$ cat config.mk
export PLATFORM = sky130hd
export DESIGN_NAME = accumulator_nbit_scan
export DESIGN_NICKNAME = d
export VERILOG_FILES = /design/src/rtl/accumulator_nbit_scan.sv
export SDC_FILE = /design/constraint.sdc
export NUM_CORES = 1
export LEC_CHECK = 0
export ABC_AREA = 1
export CAP_MARGIN = 20
export CORE_MARGIN = 8
export CORE_UTILIZATION = 42
export DETAILED_ROUTE_END_ITERATION = 10
export GPL_ROUTABILITY_DRIVEN = 0
export PLACE_DENSITY_LB_ADDON = 0.3
export SLEW_MARGIN = 20
export SYNTH_ARGS = -nofsm -noshare
export SYNTH_HDL_FRONTEND = slang
export SYNTH_SLANG_ARGS = --single-unit
$ cat constraint.sdc
create_clock -name CLK100MHZ -period 2.8 [get_ports CLK100MHZ]
set_input_delay 0.28 -clock CLK100MHZ [delete_from_list [all_inputs] [get_ports CLK100MHZ]]
set_output_delay 0.28 -clock CLK100MHZ [all_outputs]
set_load 0.005 [all_outputs]
$ cat src/rtl/accumulator_nbit_scan.sv
// accumulator_nbit_scan: N-bit add/subtract accumulator driven by debounced
// load/clear buttons, with carry/borrow and signed overflow flags and a
// time-multiplexed hex display of the running total.

// Button conditioning path: two-flop synchroniser, debounce counter and
// rising-edge detector producing one pulse per accepted press.
module button_conditioner #(
    parameter int DEBOUNCE = 1_000_000
) (
    input  logic clk,
    input  logic rst_n,
    input  logic button,
    output logic press
);

    localparam int CW = (DEBOUNCE > 1) ? $clog2(DEBOUNCE) : 1;

    logic [1:0]    sync;
    logic          deb;
    logic          deb_q;
    logic [CW-1:0] cnt;

    // Bring the raw asynchronous button into the clock domain.
    always_ff @(posedge clk or negedge rst_n) begin
        if (!rst_n) begin
            sync <= '0;
        end else begin
            sync <= {sync[0], button};
        end
    end

    // Accept a new level only after DEBOUNCE consecutive differing samples;
    // any sample matching the accepted level restarts the count.
    always_ff @(posedge clk or negedge rst_n) begin
        if (!rst_n) begin
            cnt <= '0;
            deb <= 1'b0;
        end else if (sync[1] == deb) begin
            cnt <= '0;
        end else if (cnt == CW'(DEBOUNCE - 1)) begin
            deb <= sync[1];
            cnt <= '0;
        end else begin
            cnt <= cnt + 1'b1;
        end
    end

    // Delayed copy of the accepted level for rising-edge detection.
    always_ff @(posedge clk or negedge rst_n) begin
        if (!rst_n) begin
            deb_q <= 1'b0;
        end else begin
            deb_q <= deb;
        end
    end

    assign press = deb & ~deb_q;

endmodule

module accumulator_nbit_scan #(
    parameter int N            = 16,
    parameter int DIGITS       = N / 4,
    parameter int DEBOUNCE     = 1_000_000,
    parameter int REFRESH_BITS = 17
) (
    input  logic         CLK100MHZ,
    input  logic         resetn,
    input  logic [N-1:0] X,
    input  logic         op_sel,
    input  logic         loadButton,
    input  logic         clearButton,
    output logic [N-1:0] ACC,
    output logic         carry,
    output logic         ovf,
    output logic [6:0]   SSEG,
    output logic [7:0]   AN
);

    localparam int IDX_W = (DIGITS > 1) ? $clog2(DIGITS) : 1;

    logic                    load_pulse;
    logic                    clear_pulse;
    logic [N:0]              ext_result;
    logic [N-1:0]            result;
    logic                    carry_next;
    logic                    ovf_next;
    logic [REFRESH_BITS-1:0] refresh_cnt;
    logic [IDX_W-1:0]        digit_idx;
    logic [IDX_W-1:0]        digit_next;
    logic [3:0]              nibble;
    logic [6:0]              glyph;
    logic [7:0]              an_next;

    button_conditioner #(.DEBOUNCE(DEBOUNCE)) u_load_btn (
        .clk    (CLK100MHZ),
        .rst_n  (resetn),
        .button (loadButton),
        .press  (load_pulse)
    );

    button_conditioner #(.DEBOUNCE(DEBOUNCE)) u_clear_btn (
        .clk    (CLK100MHZ),
        .rst_n  (resetn),
        .button (clearButton),
        .press  (clear_pulse)
    );

    // Add or subtract with one extra bit so the top bit is carry-out or borrow.
    always_comb begin
        ext_result = '0;
        ovf_next   = 1'b0;
        if (op_sel) begin
            ext_result = {1'b0, ACC} - {1'b0, X};
        end else begin
            ext_result = {1'b0, ACC} + {1'b0, X};
        end
        result     = ext_result[N-1:0];
        carry_next = ext_result[N];
        if (op_sel) begin
            ovf_next = (ACC[N-1] != X[N-1]) && (result[N-1] != ACC[N-1]);
        end else begin
            ovf_next = (ACC[N-1] == X[N-1]) && (result[N-1] != ACC[N-1]);
        end
    end

    // Accumulator and flags; clear takes priority over a same-cycle load.
    always_ff @(posedge CLK100MHZ or negedge resetn) begin
        if (!resetn) begin
            ACC   <= '0;
            carry <= 1'b0;
            ovf   <= 1'b0;
        end else if (clear_pulse) begin
            ACC   <= '0;
            carry <= 1'b0;
            ovf   <= 1'b0;
        end else if (load_pulse) begin
            ACC   <= result;
            carry <= carry_next;
            ovf   <= ovf_next;
        end
    end

    // Pick the digit for the next cycle: advance on refresh wrap, then fetch its nibble and anode.
    always_comb begin
        digit_next = digit_idx;
        if (&refresh_cnt) begin
            if (digit_idx == IDX_W'(DIGITS - 1)) begin
                digit_next = '0;
            end else begin
                digit_next = digit_idx + 1'b1;
            end
        end
        nibble  = 4'(ACC >> {digit_next, 2'b00});
        an_next = ~(8'b0000_0001 << digit_next);
    end

    // Active-low hex glyphs, bit order {g,f,e,d,c,b,a}.
    always_comb begin
        glyph = 7'b1000000;
        case (nibble)
            4'h0: glyph = 7'b1000000;
            4'h1: glyph = 7'b1111001;
            4'h2: glyph = 7'b0100100;
            4'h3: glyph = 7'b0110000;
            4'h4: glyph = 7'b0011001;
            4'h5: glyph = 7'b0010010;
            4'h6: glyph = 7'b0000010;
            4'h7: glyph = 7'b1111000;
            4'h8: glyph = 7'b0000000;
            4'h9: glyph = 7'b0010000;
            4'hA: glyph = 7'b0001000;
            4'hB: glyph = 7'b0000011;
            4'hC: glyph = 7'b1000110;
            4'hD: glyph = 7'b0100001;
            4'hE: glyph = 7'b0000110;
            4'hF: glyph = 7'b0001110;
            default: glyph = 7'b1000000;
        endcase
    end

    // Refresh counter, digit index and registered display outputs move together.
    always_ff @(posedge CLK100MHZ or negedge resetn) begin
        if (!resetn) begin
            refresh_cnt <= '0;
            digit_idx   <= '0;
            AN          <= 8'b1111_1110;
            SSEG        <= 7'b1000000;
        end else begin
            refresh_cnt <= refresh_cnt + 1'b1;
            digit_idx   <= digit_next;
            AN          <= an_next;
            SSEG        <= glyph;
        end
    end

endmodule
; After elaboration in Yosys (flattened, before gate mapping)
; Memory sizes are Yosys's and may differ from the RTL's. A register that Yosys moved wholly into a read port is not among the register bits.
; Index checks and enable logic that the tools add are counted.
[word_totals]
output_inout_bits = 33
inputBits = 21
reg_bits = 93
mem_bits_ro = 112
mem_count = 1
word_cells = 59
[mem_list]
columns = name, words, word_bits, rd, rd_clocked_by_memory_dff, wr, line_no
row1 = (name not given), 16, 7, 1, 1, 0, 161  ; case (nibble)
[classes]
muxes = 14
add_sub_neg = 6
n_reduce_logical = 7
eq_ne = 8
shifts = 2
n_bitwise = 7
[op_table]
columns = operator, n
row1 = $mux 20, 4
row2 = $add 20x1->20 const B, 2
row3 = $eq 20x20->1 const B, 2
row4 = $mux 16, 2
row5 = $add 16x16->17, 1
row6 = $add 17x1->17 const B, 1
row7 = $mux 17, 1
row8 = $reduce_and 17->1, 1
row9 = $sub 16x16->17, 1
row10 = $shr 16x4->4, 1
row11 = $not 8->8, 1
row12 = $shl 1x2->8 const A, 1
row13 = $mux 1, 5
row14 = $mux 2, 2
row15 = $not 1->1, 4
row16 = $reduce_and 2->1, 2
row17 = $eq 1x1->1, 3
row18 = $add 2x1->2 const B, 1
row19 = $and 1x1->1, 2
row20 = $eq 2x2->1 const B, 1
row21 = $logic_and 1x1->1, 2
row22 = $ne 1x1->1, 2
row23 = $reduce_bool 2->1, 1
row24 = $logic_not 1->1, 1

; Depth between registers and ports, before layout
; Gate-level depths: netlist of run 1.
[depth]
depth_word = 7
depth_mapped = 22
ltp_nobuf = 22

; Cells and area by module
; From an unflattened synthesis of run 1, not the netlist that was laid out.
[unflattened]
hier_cells = 807
hier_area_um2 = 6077.1
[by_module_without_submodules]
columns = module, seq_area_each_um2, area_per_inst_um2, instances, cells_per_inst
row1 = accumulator_nbit_scan, 1206.2, 3489.6, 1, 481
row2 = button_conditioner, 600.6, 1293.7, 2, 163

; Least setup slack after synthesis of run 1
; No wires, ideal clock.
[synth_timing]
kind = reg-to-reg
start = register refresh_cnt[0]
end = register SSEG[1]
setup_time_ns = 0.066
t_required_ns = 2.734
path_buffers = 0
slack_ns = -0.209
stages_incl_launch_ff = 18
arrival_time_ns = 2.942
cell_sequence = dfrtp_1 > ha_1 > nand3_1 > nor3b_2 > nand2_1 > nor4_1 > ha_1 > inv_2 > o21ai_4 > nand2_2 > nor2_1 > nor2_1 > nand2_1 > inv_1 > ha_1 > nand3b_1 > or2_0 > nand2_1
[synth_between]
elab_chain_cells = 3
[synth_rtl]
columns = item, line_no
row1 = start: declaration, 88  ; logic [REFRESH_BITS-1:0] refresh_cnt;
row2 = start signal: assignment, 190  ; refresh_cnt <= refresh_cnt + 1'b1;
row3 = $reduce_and 17->1, 147  ; if (&refresh_cnt) begin
row4 = $mux 2, 147
row5 = net digit_next[1], 90  ; logic [IDX_W-1:0] digit_next;
row6 = $shr 16x4->4, 154  ; nibble = 4'(ACC >> {digit_next, 2'b00});
row7 = end: declaration, 76  ; output logic [6:0] SSEG,
; The timed path passes the listed nets, and every way through them passes these cells.
; A chain may end at the register's enable or synchronous reset.

; Worst setup path in the final report of run 1
; Same ends and word-level chain as after synthesis.

==> impl_metrics.yaml, run 1 <==
outcome:
  status: "finished, violations left"
  violations: "setup timing"
grt:
  antenna_found_initial: 0
  grt_pass1_wl_mm: 23.5
  grt_pass1_vias: 5202
  gr-total-overflow: 0
  grt_usage_pct: 15.7
  grt_max_degree: 50
setup_path:
  path_max_fanout: 6
  endpoint: "SSEG[1]"
  worst-path-buf-inv: 2
  start_kind: "flop"
  reg2reg_slack_ns: -0.08
  end_kind: "flop"
  worst_path_max_delay_cell: "dfrtp_1"
  cp-startpoint: "refresh_cnt[0]"
  cp.depth: 16
  cp.required_ns: 3.09
  worstReg2RegStart: "refresh_cnt[0]"
  critPathKind: "flop to flop"
  path_delay_family: "simple AND/OR/NAND/NOR gates"
  cp_slowest_stage_delay_ns: 0.41
  reg2reg_depth: 16
  path_cells: "ha_4 > nand3_4 > nor3b_4 > nand2_2 > nor4_4 > ha_2 > inv_4 > o21ai_4 > nor2_4 > nand2_1 > nand4_1 > inv_2 > ha_4 > nand3b_1 > or2_0 > nand2_1"
  r2r-end: "SSEG[1]"
  critPathArrivalTime_ns: 3.16
detailed_routing:
  drt_iter0_markers: 268
  num_vias: 5305
  drt_wl_total_mm: 13.7
  drt-pass1-iter-count: 5
  vias_per_cell: 4.89
  ant_nets: 0
  routedWlPerCell_um: 12.6
  drc: 0
logic_synthesis:
  synth_edf_count: 0
  synth_compound_area_share_pct: 7.83
  synthArstFlopShare_pct: 100
  yosysMostFrequentCell: "nand2_1"
  avgSynthCellArea_um2: 7.71
  synth_top_cell_by_area: "dfrtp_1"
  synth.area.top_cells: "dfrtp_1 39%, nand2_1 11%, inv_1 6.7%, ha_1 5.9%, nor2_1 5.6%"
  yosys.cell_types.count: 45
  synth_flop_cell: "dfrtp_1"
  ys_ff_latch: 96
  synthAdderAreaFrac_pct: 6.25
  synth_warnings: 0
  synth_top_family_by_area: "simple AND/OR/NAND/NOR gates"
  synth_xor_xnor_area_share_pct: 6.80
  syn_area_um2: 5930
  yosysSeqAreaShare_pct: 40.6
  muxShareOfSynthArea_pct: 0.380
  netlist_top_cells_count: "175 x nand2_1, 106 x inv_1, 92 x dfrtp_1"
  synth-simple-area-share_pct: 30.2
  synthDominantCellAreaShare_pct: 38.9
  synthCells: 769
finish:
  postLayoutCoreUtil_pct: 55.9
  final_layout_size_suffix_gt1_share_pct: 18.1
  diodes: 0
  stdcell_area_um2: 7730
  final_nets: 950
  syn_to_final_growth_pct: 30.4
clock_tree:
  cts_tree: "yes"
  cts_root_buf: "clkbuf_16"
  clk-insertion-delay-late_ns: 0.35
  clkSinkCount: 96
  numCtsBuffers: 9
  cts_buffer_depth: 2
  clkTransAtPathRegs_ns: 0.07
  htreeDepth: 3
sta:
  final_hold_viol_count: 0
  finalSetupTns_ns: -0.120
  skew_ns: 0.00991
  rsz0062_at_grt: "true"
  period_share_pct: 103
  finalSetupViolCount: 3
  setup_slack_ns: -0.0770
  period_needed_ns: 2.88
  clock.fmax_mhz: 348
  tightestPinTransition_ns: 0.622
  slew_headroom_pct: 58.5
  drv_slew: 0
hold_path:
  hold_class: "flop to flop"
place:
  dpl-instance-area_um2: 7140
  dp_hpwl_mm: 10.4
  pre_cts_slack_ns: -0.440
  io_buffers: 49
die:
  die_area_um2: 18200
  num_rows: 43
  die_y_um: 135
  ios: 54
  die_x_um: 135
  core_um2: 13800
  initial_utilization_pct: 42.9
power_and_ir_drop:
  p_leak_nw: 3.69
  irDropWorstVdd_v: 0.000298
  powerDensity_nw_per_um2: 403
run:
  drv_cap: 0
[per-layer routing]
layer / wire length (µm) / vias to the layer above / share of wire [%] / global-route usage (%)
li1: - / 2733 / - / -
met1: 6160 / 2447 / 45 / 19.1
met2: 6720 / 100 / 49 / 26.5
met3: 472 / 25 / 3.4 / 2.90
met4: 342 / 0 / 2.5 / 6.55
met5: 0 / - / 0 / 0
[flip-flops by register name, summed over array words and instances (netlist names)]
register,cells
ACC,16
AN,4
SSEG,7
carry,1
digit_idx,2
ovf,1
refresh_cnt,17
u_clear_btn.cnt,20
u_clear_btn.deb,1
u_clear_btn.deb_q,1
u_clear_btn.sync,2
u_load_btn.cnt,20
u_load_btn.deb,1
u_load_btn.deb_q,1
u_load_btn.sync,2
[what timing repair did]
action / CTS / global route
hold endpoints to repair: 44 / 0
gates cloned: 1 / 0
hold buffers: 1 / 0
setup endpoints to repair: 9 / 16
pin swaps: 16 / 16
setup buffers: 7 / 3
resized for setup: 14 / 35
[stage by stage]
stage / instances / power [mW] / hold WS [ns]
final: 1085 / 3.11 / 0.363
after CTS: 1083 / 3.15 / 0.350
after floorplan: 772 / 1.66 / -0.0156
after global placement: 1059 / 1.84 / 0.335
after global routing: 1085 / 3.26 / 0.357
after detailed placement: 1059 / 1.85 / 0.336
[cell usage in the layout (no fill, tap or decap), drive strengths merged, types with 2 or more instances in the layout]
cell type	synthesis	final
xor2	32	32
nand3b	3	3
nor2	97	97
xnor2	14	14
o21ai	33	33
clkbuf	4	9
buf	4	75
nor4	6	6
dfrtp	92	92
nand3	58	58
or2	4	4
conb	1	4
dlymetal6s2s	0	5
clkdlybuf4s50	0	43
inv	111	114
clkinv	1	3
mux2	2	2
nand4	18	18
nor3b	5	5
o22ai	4	4
nor3	20	20
nand2	181	182
dfstp	4	4
a21o	2	2
ha	28	28
a21oi	36	36
o21bai	3	3
[where the power goes]
group	total, mW	leakage (nW)	switching, mW	internal [mW]
Clock	1.28	0.150	0.567	0.711
Sequential	1.40	1.19	0.00663	1.40
Combinational	0.432	2.35	0.236	0.196
Total	3.11	3.69	0.810	2.30
[final cells by class]
| cell class | count | area [µm²] |
|---|---|---|
| Fill cell | 1240 | 6100 |
| Multi-Input combinational cell | 557 | 3280 |
| Sequential cell | 96 | 2410 |
| Timing Repair Buffer | 124 | 1080 |
| Inverter | 112 | 425 |
| Clock buffer | 9 | 225 |
| Tap cell | 180 | 225 |
| Clock inverter | 7 | 86.3 |
[worst min-delay path by stage]
stage	from	end	slack (ns)	cells past startpoint
2_1_floorplan	resetn	ACC[0]	-0.02	0
3_3_place_gp	resetn	refresh_cnt[4]	0.34	1
3_5_place_dp	resetn	refresh_cnt[3]	0.34	1
4_1_cts	clearButton	u_clear_btn.sync[0]	0.35	1
5_1_grt	clearButton	u_clear_btn.sync[0]	0.36	1
6_report	u_clear_btn.sync[0]	u_clear_btn.sync[1]	0.36	0
[cell families (layout without fill, tap and decap cells)]
kind of cell	after synthesis	after routing
mux	2	2
simple gates	393	394
other cells	1	4
fa+ha+maj	29	29
buf+inv	120	252
compound gates	82	82
xor+xnor	46	46
flops	96	96
No activity file was read; power rests on OpenSTA's default activity.
==> run 2, diff against run 1 <==
- TNS_END_PERCENT: not set -> 20
==> impl_metrics.yaml, run 2 (synthesis gave the netlist of run 1 again) <==
outcome:
  status: "finished, violations left"
  violations: "setup timing"
sta:
  period_needed_ns: 2.91
  period_share_pct: 104
  drv_slew: 0
  rsz0062_at_grt: "true"
  skew_ns: 0.0101
  final_hold_viol_count: 0
  tightestPinTransition_ns: 0.641
  clock.fmax_mhz: 344
  finalSetupTns_ns: -0.490
  finalSetupViolCount: 7
  slew_headroom_pct: 57.3
  fin_hold_ws_ns: 0.370
  setup_slack_ns: -0.110
die:
  ios: 54
  num_rows: 43
  die_x_um: 135
  die_area_um2: 18200
  initial_utilization_pct: 42.9
  core_um2: 13800
  die_y_um: 135
detailed_routing:
  num_vias: 5237
  drt-pass1-iter-count: 5
  drt_wl_total_mm: 13.5
  ant_nets: 0
  routedWlPerCell_um: 12.5
  drt_iter0_markers: 266
  drc: 0
  vias_per_cell: 4.84
finish:
  syn_to_final_growth_pct: 29.7
  final_common_cell: "nand2_1"
  postLayoutCoreUtil_pct: 55.6
  final_nets: 948
  largestRegisters: "u_clear_btn.cnt x20, u_load_btn.cnt x20, refresh_cnt x17"
  stdcell_count: 1083
  diodes: 0
  final_cell_mix: "172 x nand2_1, 103 x inv_1, 92 x dfrtp_1"
  nFillCells: 1262
  final_layout_size_suffix_gt1_share_pct: 17.9
clock_tree:
  clkTransAtPathRegs_ns: 0.07
  cts_buffer_depth: 2
  cts_root_buf: "clkbuf_16"
  numCtsBuffers: 9
  clkSinkCount: 96
  htreeDepth: 3
  cts_tree: "yes"
  clk-insertion-delay-late_ns: 0.35
power_and_ir_drop:
  power_mw: 3.17
  irDropWorstVdd_v: 0.000283
  powerDensity_nw_per_um2: 413
  p_leak_nw: 3.64
grt:
  gr-total-overflow: 0
  grt_pass1_vias: 5208
  antenna_found_initial: 0
  grt_pass1_wl_mm: 23.2
  grt_max_degree: 52
  grt_usage_pct: 15.3
hold_path:
  hold_class: "flop to flop"
  holdPathStages: 0
setup_path:
  critPathArrivalTime_ns: 3.14
  reg2reg_depth: 18
  end_kind: "flop"
  critPathKind: "flop to flop"
  cp.required_ns: 3.03
  start_kind: "flop"
  path_max_fanout: 6
place:
  place_inst: 1057
  dp_hpwl_mm: 10.4
  io_buffers: 49
run:
  drv_cap: 0
-- run 2: worst max-delay path, cell delays in order (launching register included) --
cell	delay (ns)
dfrtp_1	0.40
ha_4	0.17
nand3_4	0.07
nor3b_4	0.22
nand2_2	0.11
nor4_4	0.23
ha_2	0.25
inv_2	0.07
o21ai_4	0.27
nor2_4	0.07
nand2_1	0.07
nand4_1	0.15
buf_4	0.20
buf_6	0.12
ha_4	0.16
nand3_4	0.08
nand2_1	0.05
nand2_1	0.05
nand2_1	0.06
-- run 2: power breakdown --
group          switching, mW  internal (mW)
registers            0.00672           1.40
logic                  0.236          0.194
clock network          0.549          0.792
-- run 2: layout make-up --
cell class | count | area (µm²) | area share, %
Tap cell | 180 | 225 | 2.93
Timing Repair Buffer | 123 | 1060 | 13.8
Sequential cell | 96 | 2410 | 31.3
Inverter | 112 | 420 | 5.47
Clock inverter | 7 | 100 | 1.30
Clock buffer | 9 | 225 | 2.93
Multi-Input combinational cell | 556 | 3250 | 42.2
-- run 2: timing repair --
item | in CTS | in global routing
setup endpoints to repair | 8 | 16
pin swaps | 11 | 16
hold buffers | 1 | 0
gates resized for setup | 8 | 32
buffers inserted | 3 | 6
hold endpoints to repair | 46 | 0
-- run 2: path summary, 6_finish.rpt --
path                                            end  slack (ns)                 from
worst min register to register  u_clear_btn.sync[1]        0.37  u_clear_btn.sync[0]
worst max-delay path                        SSEG[3]       -0.11       refresh_cnt[1]
min in group asynchronous            refresh_cnt[4]        0.51               resetn
worst min-delay path            u_clear_btn.sync[1]        0.37  u_clear_btn.sync[0]
worst max register to register              SSEG[3]       -0.11       refresh_cnt[1]
max in group asynchronous        u_load_btn.cnt[12]        1.62               resetn
-- run 2: metal layers --
metal	up-vias	GRT usage, %	wire length, µm
met4	0	4.43	196
met1	2425	18.2	6210
li1	2720	-	-
met5	-	0	0
met2	74	27.7	6760
met3	18	2.53	338
-- run 2: stage by stage --
step / instance area (µm²) / worst slack, ns
6_report: 7690 / -0.110
5_1_grt: 7690 / -0.315
4_1_cts: 7520 / 0.00152
3_5_place_dp: 7130 / -0.395
3_3_place_gp: 7130 / -0.341
2_1_floorplan: 5960 / -0.137
==> run 3, diff against run 2 <==
- SKIP_LAST_GASP: not set -> 1
==> impl_metrics.yaml, run 3 (synthesis gave the netlist of run 1 again) <==
die:
  core_um2: 13800
  ios: 54
  initial_utilization_pct: 42.9
  die_x_um: 135
  die_y_um: 135
  num_rows: 43
  die_area_um2: 18200
grt:
  grt_pass1_vias: 5170
  antenna_found_initial: 0
  grt_max_degree: 52
  grt_pass1_wl_mm: 23.1
  grt_usage_pct: 15.3
  gr-total-overflow: 0
setup_path:
  path_delay_family: "simple AND/OR/NAND/NOR gates"
  reg2reg_depth: 18
  path_max_fanout: 6
  critPathKind: "flop to flop"
  cp-startpoint: "refresh_cnt[1]"
  worst-path-buf-inv: 4
  worst_path_max_delay_cell: "dfrtp_1"
  cp.required_ns: 3.03
  start_kind: "flop"
  cp_slowest_stage_delay_ns: 0.40
  worstReg2RegStart: "refresh_cnt[1]"
  path_cells: "ha_4 > nand3_4 > nor3b_4 > nand2_2 > nor4_4 > ha_2 > inv_2 > o21ai_4 > nor2_4 > nand2_1 > nand4_1 > buf_4 > buf_6 > ha_4 > inv_1 > nand2_1 > nand3_1 > nand2_1"
  end_kind: "flop"
  cp_common_cell: "nand2_1"
  cp.depth: 18
  critPathArrivalTime_ns: 3.15
run:
  drv_cap: 0
sta:
  period_needed_ns: 2.92
  clock.fmax_mhz: 342
  rsz0062_at_grt: "true"
  slew_headroom_pct: 57.3
  finalSetupTns_ns: -0.656
  period_share_pct: 104
  drv_slew: 0
  setup_slack_ns: -0.125
  finalSetupViolCount: 7
  tightestPinTransition_ns: 0.640
  skew_ns: 0.0105
  final_hold_viol_count: 0
clock_tree:
  htreeDepth: 3
  cts_tree: "yes"
  clkSinkCount: 96
  clk-insertion-delay-late_ns: 0.34
  cts_buffer_depth: 2
  numCtsBuffers: 9
  clkTransAtPathRegs_ns: 0.07
  cts_root_buf: "clkbuf_16"
finish:
  diodes: 0
  final_common_cell: "nand2_1"
  largestRegisters: "u_clear_btn.cnt x20, u_load_btn.cnt x20, refresh_cnt x17"
  syn_to_final_growth_pct: 28.9
  stdcell_count: 1082
  final_layout_size_suffix_gt1_share_pct: 16.5
  final_nets: 947
  final_cell_mix: "173 x nand2_1, 103 x inv_1, 92 x dfrtp_1"
hold_path:
  hold_class: "flop to flop"
  holdPathStages: 0
  min_from: "u_clear_btn.sync[0]"
detailed_routing:
  drt_wl_total_mm: 13.5
  drc: 0
  num_vias: 5221
  vias_per_cell: 4.83
  drt_iter0_markers: 234
  routedWlPerCell_um: 12.4
  drt-pass1-iter-count: 4
  ant_nets: 0
power_and_ir_drop:
  powerDensity_nw_per_um2: 414
  irDropWorstVdd_v: 0.000282
  p_leak_nw: 3.64
outcome:
  status: "finished, violations left"
  violations: "setup timing"
place:
  place_inst: 1057
  dp_hpwl_mm: 10.4
  pre_cts_slack_ns: -0.395
  io_buffers: 49
-- run 3: changes by cell type in the layout (fill, tap and decap cells not counted), sizes merged --
cell,change
buf,-2
nand2,+1
-- run 3: what timing repair did --
action,CTS,global route
buffers inserted,3,4
pin swaps,9,11
gates cloned,0,1
hold endpoints to repair,46,0
hold buffers,1,0
resized for setup,5,18
endpoints found under the setup margin,8,16
-- run 3: routing by layer --
layer | wire length [µm] | up-vias | GRT usage, % | share of wire (%)
li1 | - | 2723 | - | -
met1 | 6090 | 2412 | 18.2 | 45
met2 | 6790 | 72 | 27.6 | 50
met3 | 373 | 14 | 2.49 | 2.8
met4 | 204 | 0 | 4.37 | 1.5
met5 | 0 | - | 0 | 0
-- run 3: metrics by stage --
| stage | total power [mW] | hold WS [ns] | util, % | area, µm² |
|---|---|---|---|---|
| finish | 3.16 | 0.372 | 55.2 | 7640 |
| global route | 3.32 | 0.369 | 55.2 | 7640 |
| CTS | 3.20 | 0.359 | 54.4 | 7520 |
| detailed placement | 1.85 | 0.344 | 51.5 | 7130 |
| global placement | 1.84 | 0.337 | 51.5 | 7130 |
| floorplan | 1.66 | -0.0156 | - | 5960 |
-- run 3: layout make-up --
cell class / instances / area [µm²]
Clock buffer: 9 / 225
Fill cell: 1272 / 6190
Inverter: 112 / 420
Sequential cell: 96 / 2410
Multi-Input combinational cell: 557 / 3210
Clock inverter: 7 / 100
Timing Repair Buffer: 121 / 1050
Tap cell: 180 / 225
-- run 3: worst paths after layout --
path                                            end  slack (ns)
min in group asynchronous            refresh_cnt[4]        0.50
worst min-delay path            u_clear_btn.sync[1]        0.37
worst max register to register              SSEG[0]       -0.12
worst max-delay path                        SSEG[0]       -0.12
worst min register to register  u_clear_btn.sync[1]        0.37
max in group asynchronous        u_load_btn.cnt[12]        1.62
-- run 3: worst reg2reg max path, delay by kind of cell (launching register included) --
kind	cells	cell delay, ns
AO/OA/AOI/OAI	1	0.27
buffers and inverters	4	0.43
adder cells (fa/ha/maj)	3	0.58
AND/OR/NAND/NOR	10	1.14
flip-flops	1	0.40
-- run 3: where the power goes --
part | switching [mW] | leakage [nW] | total (mW) | internal [mW]
Clock | 0.551 | 0.161 | 1.34 | 0.793
Combinational | 0.227 | 2.29 | 0.417 | 0.190
Sequential | 0.00675 | 1.19 | 1.40 | 1.40
Total | 0.785 | 3.64 | 3.16 | 2.38
